## config.mk

```make
export PLATFORM = sky130hd
export DESIGN_NAME = input_skew_feeder
export DESIGN_NICKNAME = d
export VERILOG_FILES = /design/src/rtl/input_skew_feeder.sv
export SDC_FILE = /design/constraint.sdc
export NUM_CORES = 1
export LEC_CHECK = 0
export CAP_MARGIN = 25
export CORE_ASPECT_RATIO = 1.2
export CORE_MARGIN = 2
export CORE_UTILIZATION = 40
export CTS_CLUSTER_SIZE = 16
export DETAILED_ROUTE_END_ITERATION = 10
export GPL_TIMING_DRIVEN = 1
export PLACE_DENSITY = 0.67
export REMOVE_ABC_BUFFERS = 1
export SLEW_MARGIN = 20
export SYNTH_ARGS = -nofsm -noshare
export SYNTH_HDL_FRONTEND = slang
export SYNTH_HIERARCHICAL = 1
export SYNTH_SLANG_ARGS = --single-unit
```

## constraint.sdc

```tcl
create_clock -name clk -period 1.8 [get_ports clk]
set_input_delay 0.36 -clock clk [delete_from_list [all_inputs] [get_ports clk]]
set_output_delay 0.36 -clock clk [all_outputs]
set_load 0.05 [all_outputs]
```

## src/rtl/input_skew_feeder.sv

```systemverilog
// Diagonal skew feeder for the west edge of the PE array: row i delays
// element i by i+1 cycles, then drains the diagonal after the last vector.

module isf_row #(
  parameter int DEPTH = 1,
  parameter int DW    = 32
) (
  input  logic          clk,
  input  logic          reset,
  input  logic          ld_i,
  input  logic [DW-1:0] data_i,
  output logic [DW-1:0] data_o,
  output logic          valid_o
);
  logic [DEPTH-1:0][DW-1:0] data_q;
  logic [DEPTH-1:0]         vld_q;

  // A cycle without a load injects a zero bubble, so the skew stays aligned.
  always_ff @(posedge clk) begin
    if (reset) begin
      data_q <= '0;
      vld_q  <= '0;
    end else begin
      data_q[0] <= ld_i ? data_i : '0;
      vld_q[0]  <= ld_i;
      for (int k = 1; k < DEPTH; k++) begin
        data_q[k] <= data_q[k-1];
        vld_q[k]  <= vld_q[k-1];
      end
    end
  end

  assign data_o  = data_q[DEPTH-1];
  assign valid_o = vld_q[DEPTH-1];
endmodule

module input_skew_feeder #(
  parameter int N  = 4,
  parameter int DW = 32
) (
  input  logic            clk,
  input  logic            reset,
  input  logic            in_valid,
  output logic            in_ready,
  input  logic [N*DW-1:0] in_data,
  input  logic            in_last,
  output logic [N*DW-1:0] out_data,
  output logic [N-1:0]    out_valid,
  output logic            c_en,
  output logic            busy,
  output logic            done
);
  typedef enum logic [1:0] {IDLE, STREAM, DRAIN} state_e;

  state_e         state_q, state_d;
  logic [N-1:0]   last_q;
  logic           accept;

  assign in_ready = (state_q != DRAIN);
  assign accept   = in_valid && in_ready;
  assign busy     = (state_q != IDLE);
  assign c_en     = |out_valid;
  assign done     = last_q[N-1];

  genvar i;
  generate
    for (i = 0; i < N; i++) begin : g_row
      isf_row #(.DEPTH(i + 1), .DW(DW)) u_row (
        .clk     (clk),
        .reset   (reset),
        .ld_i    (accept),
        .data_i  (in_data[i*DW +: DW]),
        .data_o  (out_data[i*DW +: DW]),
        .valid_o (out_valid[i])
      );
    end
  endgenerate

  // Tile-end marker travels alongside row N-1 so done lines up with its last element.
  always_ff @(posedge clk) begin
    if (reset) begin
      last_q  <= '0;
      state_q <= IDLE;
    end else begin
      last_q[0] <= accept && in_last;
      for (int k = 1; k < N; k++) last_q[k] <= last_q[k-1];
      state_q <= state_d;
    end
  end

  always_comb begin
    state_d = state_q;
    case (state_q)
      IDLE:    if (accept) state_d = in_last ? DRAIN : STREAM;
      STREAM:  if (accept && in_last) state_d = DRAIN;
      DRAIN:   if (done) state_d = IDLE;
      default: state_d = IDLE;
    endcase
  end
endmodule

```

* Word-level counts from Yosys, hierarchy flattened
Index checks and enable logic that the tools add are counted.
Cells by class: bitwise logic cells 1, multiplexer cells 5, equal/unequal tests 6, reduce and logical (&&, ||, !) cells 7
Operator list (count):
- $mux 2 | 4
- $ne 2x2->1 const B | 4
- $pmux 2 s3 | 1
- $reduce_or 4->1 | 1
- $reduce_and 3->1 | 1
- $eq 2x1->1 const B | 1
- $eq 2x2->1 const B | 1
- $logic_and 1x1->1 | 2
- $logic_not 2->1 | 1
- $reduce_bool 2->1 | 1
- $reduce_or 2->1 | 1
- $not 1->1 | 1
Word-level totals: logic and storage cells 35, output and inout bits 136, register bits 336, bits of input ports 132

* Longest topological paths before layout
depth in word-level cells 5, gate-level depth with buffers 4, mapped depth without buffers 3

* By module
The synthesis kept the hierarchy.
Modules (own cells, without submodules):
- isf_row at g_row[3].u_row | cells an instance 313, times used 1, sequential area each 2642.5 sq um, area an instance 3867.5 sq um
- isf_row at g_row[2].u_row | cells an instance 244, times used 1, sequential area each 1981.9 sq um, area an instance 3006.6 sq um
- isf_row at g_row[1].u_row | cells an instance 174, times used 1, sequential area each 1321.3 sq um, area an instance 2123.3 sq um
- isf_row at g_row[0].u_row | cells an instance 72, times used 1, sequential area each 660.6 sq um, area an instance 977.2 sq um
- input_skew_feeder | cells an instance 19, times used 1, sequential area each 120.1 sq um, area an instance 207.7 sq um

* Worst setup path after synthesis
No wires, ideal clock.
path type reg2reg, from register state_q[0], to register g_row[2].u_row/data_q[0] (netlist name), stages on the path, launching flop included 5, setup time 60 ps, setup slack 94 ps, arrival 1647 ps, clock period less this slack 1706 ps, path buffers 1, data required time 1740 ps, path through dfxtp_1 nand2b_1 and2_1 clkbuf_1 and3b_1
Between the ends: cells in the longest elaborated chain, start to end 4
RTL lines:
- from (decl) | line 55 | state_e state_q, state_d;
- from (signal assigned) | line 87 | state_q <= state_d;
- $ne 2x2->1 | line 59 | assign in_ready = (state_q != DRAIN);
- net in_ready | line 44 | output logic in_ready,
- $logic_and 1x1->1 | line 60 | assign accept = in_valid && in_ready;
- net accept | line 57 | logic accept;
- $not 1->1 (no line)
- $reduce_or 2->1 (no line)
- to (signal, indexed assignment) | line 27 | data_q[k] <= data_q[k-1];
- to (decl) | line 15 | logic [DEPTH-1:0][DW-1:0] data_q;
The timed path passes the listed nets, and every way through them passes these cells. A chain may end at the register's enable or synchronous reset.

* Worst setup path in the final report
from register g_row[3].u_row.vld_q[3], to output port c_en
Between the ends: cells in the longest elaborated chain, start to end 1
RTL lines:
- from (decl) | line 16 | logic [DEPTH-1:0] vld_q;
- from (signal, indexed assignment) | line 28 | vld_q[k] <= vld_q[k-1];
- $reduce_or 4->1 | line 62 | assign c_en = |out_valid;
- to (decl) | line 49 | output logic c_en,
No other way between the ends.

==> flow_summary.html <==
<table>
<tr><th>Metric</th><th>Value</th></tr>
<tr><th colspan="2">Synth</th></tr>
<tr><td>Sequential share of the synthesized area</td><td>0.661</td></tr>
<tr><td>Top flip-flop cell by instance count after synthesis</td><td>sky130_fd_sc_hd__dfxtp_1</td></tr>
<tr><td>Combinational family with the most area after synthesis</td><td>simple AND/OR/NAND/NOR gates</td></tr>
<tr><td>Share of synthesized flip-flops with an asynchronous set or reset</td><td>0</td></tr>
<tr><td>Number of distinct standard cells referenced by the synthesized netlist</td><td>18</td></tr>
<tr><td>Simple-gate area share of the yosys netlist</td><td>0.242</td></tr>
<tr><td>Netlist Area Pre-Place</td><td>approximately 0.010 mm²</td></tr>
<tr><td>Number of enable-type register cells in the synthesized netlist</td><td>0</td></tr>
<tr><td>Yosys warning total</td><td>6</td></tr>
<tr><td>Average cell area after synthesis</td><td>12.4 µm²</td></tr>
<tr><td>Post-synthesis xor/xnor area fraction</td><td>0</td></tr>
<tr><td>Mux cell area share after synthesis</td><td>0</td></tr>
<tr><td>FF+latch count, synth</td><td>336</td></tr>
<tr><td>Share of synthesized cell area in full adder, half adder and majority cells</td><td>0</td></tr>
<tr><td>Complex-gate fraction of the synthesized area</td><td>0.000860</td></tr>
<tr><td>Cell count after synthesis</td><td>822</td></tr>
<tr><th colspan="2">Floorplan</th></tr>
<tr><td>Initial core utilization</td><td>0.410</td></tr>
<tr><td>Width of the die</td><td>about 150 µm</td></tr>
<tr><td>Area of the core region</td><td>0.0248 mm²</td></tr>
<tr><td>Die Outline Area</td><td>around 0.027 mm²</td></tr>
<tr><td>Top-level I/O count</td><td>268</td></tr>
<tr><td>Count of standard-cell rows</td><td>63</td></tr>
<tr><td>Height of the chip</td><td>179 µm</td></tr>
<tr><th colspan="2">Status</th></tr>
<tr><td>Violations in the final reports</td><td>negative setup slack</td></tr>
<tr><td>Result of the run</td><td>finished, violations left</td></tr>
<tr><th colspan="2">CTS</th></tr>
<tr><td># H-tree levels</td><td>2</td></tr>
<tr><td>Number of buffers created by CTS</td><td>34</td></tr>
<tr><td>Clock Pin Slew Worst Setup and Hold Paths</td><td>60 ps</td></tr>
<tr><td>Buffer depth of the longest clock path</td><td>3</td></tr>
<tr><td>Post-CTS Setup Bufs</td><td>0</td></tr>
<tr><td>TritonCTS clock tree</td><td>done</td></tr>
<tr><td>Hold Buf Count CTS</td><td>0</td></tr>
<tr><td>Clock Latency Late Sink</td><td>490 ps</td></tr>
<tr><td>Root buffer cell</td><td>sky130_fd_sc_hd__clkbuf_16</td></tr>
<tr><td>Number of clock sinks seen by CTS</td><td>about 340</td></tr>
<tr><th colspan="2">Placement</th></tr>
<tr><td>Final weighted congestion in routability-driven placement</td><td>just over 0.7</td></tr>
<tr><td>DP HPWL</td><td>11500 µm</td></tr>
<tr><td>Placed Instances</td><td>1285</td></tr>
<tr><td>Buffers added on ports</td><td>between 200 and 300</td></tr>
<tr><td>Worst slack at placement</td><td>231 ps</td></tr>
<tr><th colspan="2">Routing</th></tr>
<tr><td>Routed WL per cell</td><td>between 10 and 15 µm</td></tr>
<tr><td>Detailed Routing Iterations Pass 1</td><td>3</td></tr>
<tr><td>Starting DRC count in detailed routing</td><td>between 90 and 100</td></tr>
<tr><td>Via/cell ratio</td><td>4.12</td></tr>
<tr><td>Final wirelength</td><td>between 15000 and 20000 µm</td></tr>
<tr><td>Drt drc</td><td>0</td></tr>
<tr><td>DR vias</td><td>between 5000 and 6000</td></tr>
<tr><td>Antenna-violating nets left</td><td>0</td></tr>
<tr><th colspan="2">Cells and area</th></tr>
<tr><td>Final net count</td><td>1128</td></tr>
<tr><td>Final-layout fill cell count</td><td>2162</td></tr>
<tr><td>Count of non-filler cells in the finished layout</td><td>about 1300</td></tr>
<tr><td>Multi-input combinational cell area</td><td>0.00248 mm²</td></tr>
<tr><td>Storage cell area</td><td>approximately 0.0067 mm²</td></tr>
<tr><td>Share of layout cells above drive strength 1</td><td>0.164</td></tr>
<tr><td>Layout Area Growth over Synthesis</td><td>31.5%</td></tr>
<tr><th colspan="2">Setup path</th></tr>
<tr><td>Signal arrival time at the worst endpoint</td><td>around 1500 ps</td></tr>
<tr><td>Count of cell instances traversed by the critical path</td><td>2</td></tr>
<tr><td>Crit. End Element</td><td>output port</td></tr>
<tr><td>Crit path cell chain</td><td>or4_4 -&gt; buf_6</td></tr>
<tr><td>Required time at the endpoint of the critical path</td><td>1440 ps</td></tr>
<tr><td>Critical path's slowest cell</td><td>sky130_fd_sc_hd__or4_4</td></tr>
<tr><td>CP top delay family</td><td>simple AND/OR/NAND/NOR gates</td></tr>
<tr><td>Bufs and invs on worst path</td><td>1</td></tr>
<tr><td>Category of the most critical setup path</td><td>reg -&gt; out</td></tr>
<tr><td>Maximum cell stage delay along the critical path</td><td>520 ps</td></tr>
<tr><td>Critical Path Source Type</td><td>flop</td></tr>
<tr><td>Maximum fanout count along the critical path</td><td>2</td></tr>
<tr><td>R2R cell count</td><td>4</td></tr>
<tr><th colspan="2">GRT</th></tr>
<tr><td>Vias in the first global route</td><td>approximately 5300</td></tr>
<tr><td>Antenna violations before repair</td><td>2</td></tr>
<tr><td>Maximum number of pins on one net before global-route repair</td><td>56</td></tr>
<tr><td>GRT Resource Usage Total</td><td>0.126</td></tr>
<tr><td>Wire length of the first global-routing pass</td><td>~27000 µm</td></tr>
<tr><td>Total congestion overflow</td><td>0</td></tr>
<tr><th colspan="2">STA</th></tr>
<tr><td>Max-Slew Margin vs Limit</td><td>0.651</td></tr>
<tr><td>Total count of max-transition violations in the final report</td><td>0</td></tr>
<tr><td>Final worst path period need</td><td>1860 ps</td></tr>
<tr><td>Final worst setup slack</td><td>-63.2 ps</td></tr>
<tr><td>Fraction of the cycle the final worst path needs</td><td>1.04</td></tr>
<tr><td>Unrepaired setup endpoints after global routing</td><td>yes</td></tr>
<tr><td>Count of endpoints failing hold in the final timing report</td><td>0</td></tr>
<tr><td>Hold slack</td><td>240 ps</td></tr>
<tr><td>Clk_skew</td><td>approximately 6.4 ps</td></tr>
<tr><td>Peak Freq</td><td>537 MHz</td></tr>
<tr><td>Transition time at the pin with the least slew margin</td><td>525 ps</td></tr>
<tr><td>Setup violation total in the final timing report</td><td>1</td></tr>
<tr><th colspan="2">Power</th></tr>
<tr><td>Leakage power summed over all cells</td><td>6.17 nW</td></tr>
<tr><td>PwrDens</td><td>between 1000 and 1500 mW/mm²</td></tr>
<tr><td>Max VDD drop</td><td>0.000697 V</td></tr>
<tr><td>Overall Power</td><td>between 15 and 20 mW</td></tr>
<tr><th colspan="2">Min path</th></tr>
<tr><td>Type of the tightest min-delay check</td><td>in -&gt; reg</td></tr>
<tr><td>Depth of the worst hold-timing path</td><td>2</td></tr>
<tr><th colspan="2">Job</th></tr>
<tr><td>Max cap viols</td><td>0</td></tr>
</table>
## worst paths after layout
check	from	to	slack (ps)
setup / recovery	g_row[3].u_row/vld_q[3]	c_en	-60
hold / removal	reset	g_row[1].u_row/data_o[15]	240
setup reg to reg	state_q[0]	g_row[1].u_row/data_q[12]	590
hold reg to reg	g_row[2].u_row/data_q[18]	g_row[2].u_row/data_q[50]	430
## cells in the final DEF, fill, tap and decap left out, types with 2 or more instances in the layout
cell,count
sky130_fd_sc_hd__nor2b_1,204
sky130_fd_sc_hd__clkdlybuf4s50_1,130
sky130_fd_sc_hd__and3b_1,128
sky130_fd_sc_hd__clkbuf_1,8
sky130_fd_sc_hd__clkinv_2,2
sky130_fd_sc_hd__clkbuf_8,11
sky130_fd_sc_hd__buf_4,99
sky130_fd_sc_hd__dlygate4sd2_1,42
sky130_fd_sc_hd__clkbuf_16,37
sky130_fd_sc_hd__dfxtp_1,335
sky130_fd_sc_hd__clkinvlp_4,3
sky130_fd_sc_hd__buf_12,8
## sequential cells by signal, summed over array words and instances, names as in the netlist
name / flops
g_row.u_row/data_o: 128
g_row.u_row/data_q: 192
last_q: 4
g_row.u_row/valid_o: 1
g_row.u_row/vld_q: 9
state_q: 2
## cell usage after synthesis (6+ instances only)
cell type                    n  area share
sky130_fd_sc_hd__buf_4      97       0.072
sky130_fd_sc_hd__clkbuf_1   11      0.0041
sky130_fd_sc_hd__dfxtp_1   336        0.66
sky130_fd_sc_hd__buf_2      29       0.014
sky130_fd_sc_hd__nor2b_1   204        0.13
sky130_fd_sc_hd__buf_6       6      0.0066
sky130_fd_sc_hd__and3b_1   128        0.11
## area by class of cell
cell class	count	share of cell area
clock inverter	6	0.00467
antenna	1	0.000187
tap	325	0.0304
sequential	336	0.503
timing repair buffer	281	0.194
multi-input combinational	343	0.185
clock buffer	56	0.0827
## cell families (layout without fill, tap and decap cells)
logic type             after synthesis  after routing
AOI/OAI and AO/OA                    1              1
and+or+nand+nor                    342            342
DFF                                336            336
other                                0              1
buffers and inverters              143            343
## layer usage
metal / global-route usage / up-vias / routed length (µm)
li1: - / 2844 / -
met1: 0.138 / 2471 / 6670
met2: 0.212 / 187 / 8290
met3: 0.0545 / 48 / 1700
met4: 0.0571 / 4 / 601
met5: 0 / - / 25
## power breakdown
part | internal [mW] | total [mW] | switching [mW]
combinational | 0.558 | 1.13 | 0.576
clock | 4.35 | 7.07 | 2.72
sequential | 7.67 | 7.72 | 0.0461
total | 12.6 | 15.9 | 3.34
## stage by stage
step	cell area [µm²]	util	setup TNS (ps)
after global routing	13400	0.539	-102
final	13400	0.539	-63.2
after CTS	13400	0.539	-83.2
after detailed placement	12300	0.494	0
after floorplan	9200	-	-116370
after global placement	12300	0.494	0
## what timing repair did
item / in CTS / in global routing
pin swaps: 1 / 1
setup endpoints to repair: 43 / 1
gates resized for setup: 43 / 2
gates cloned: 0 / 0
No activity file was read; power rests on OpenSTA's default activity.
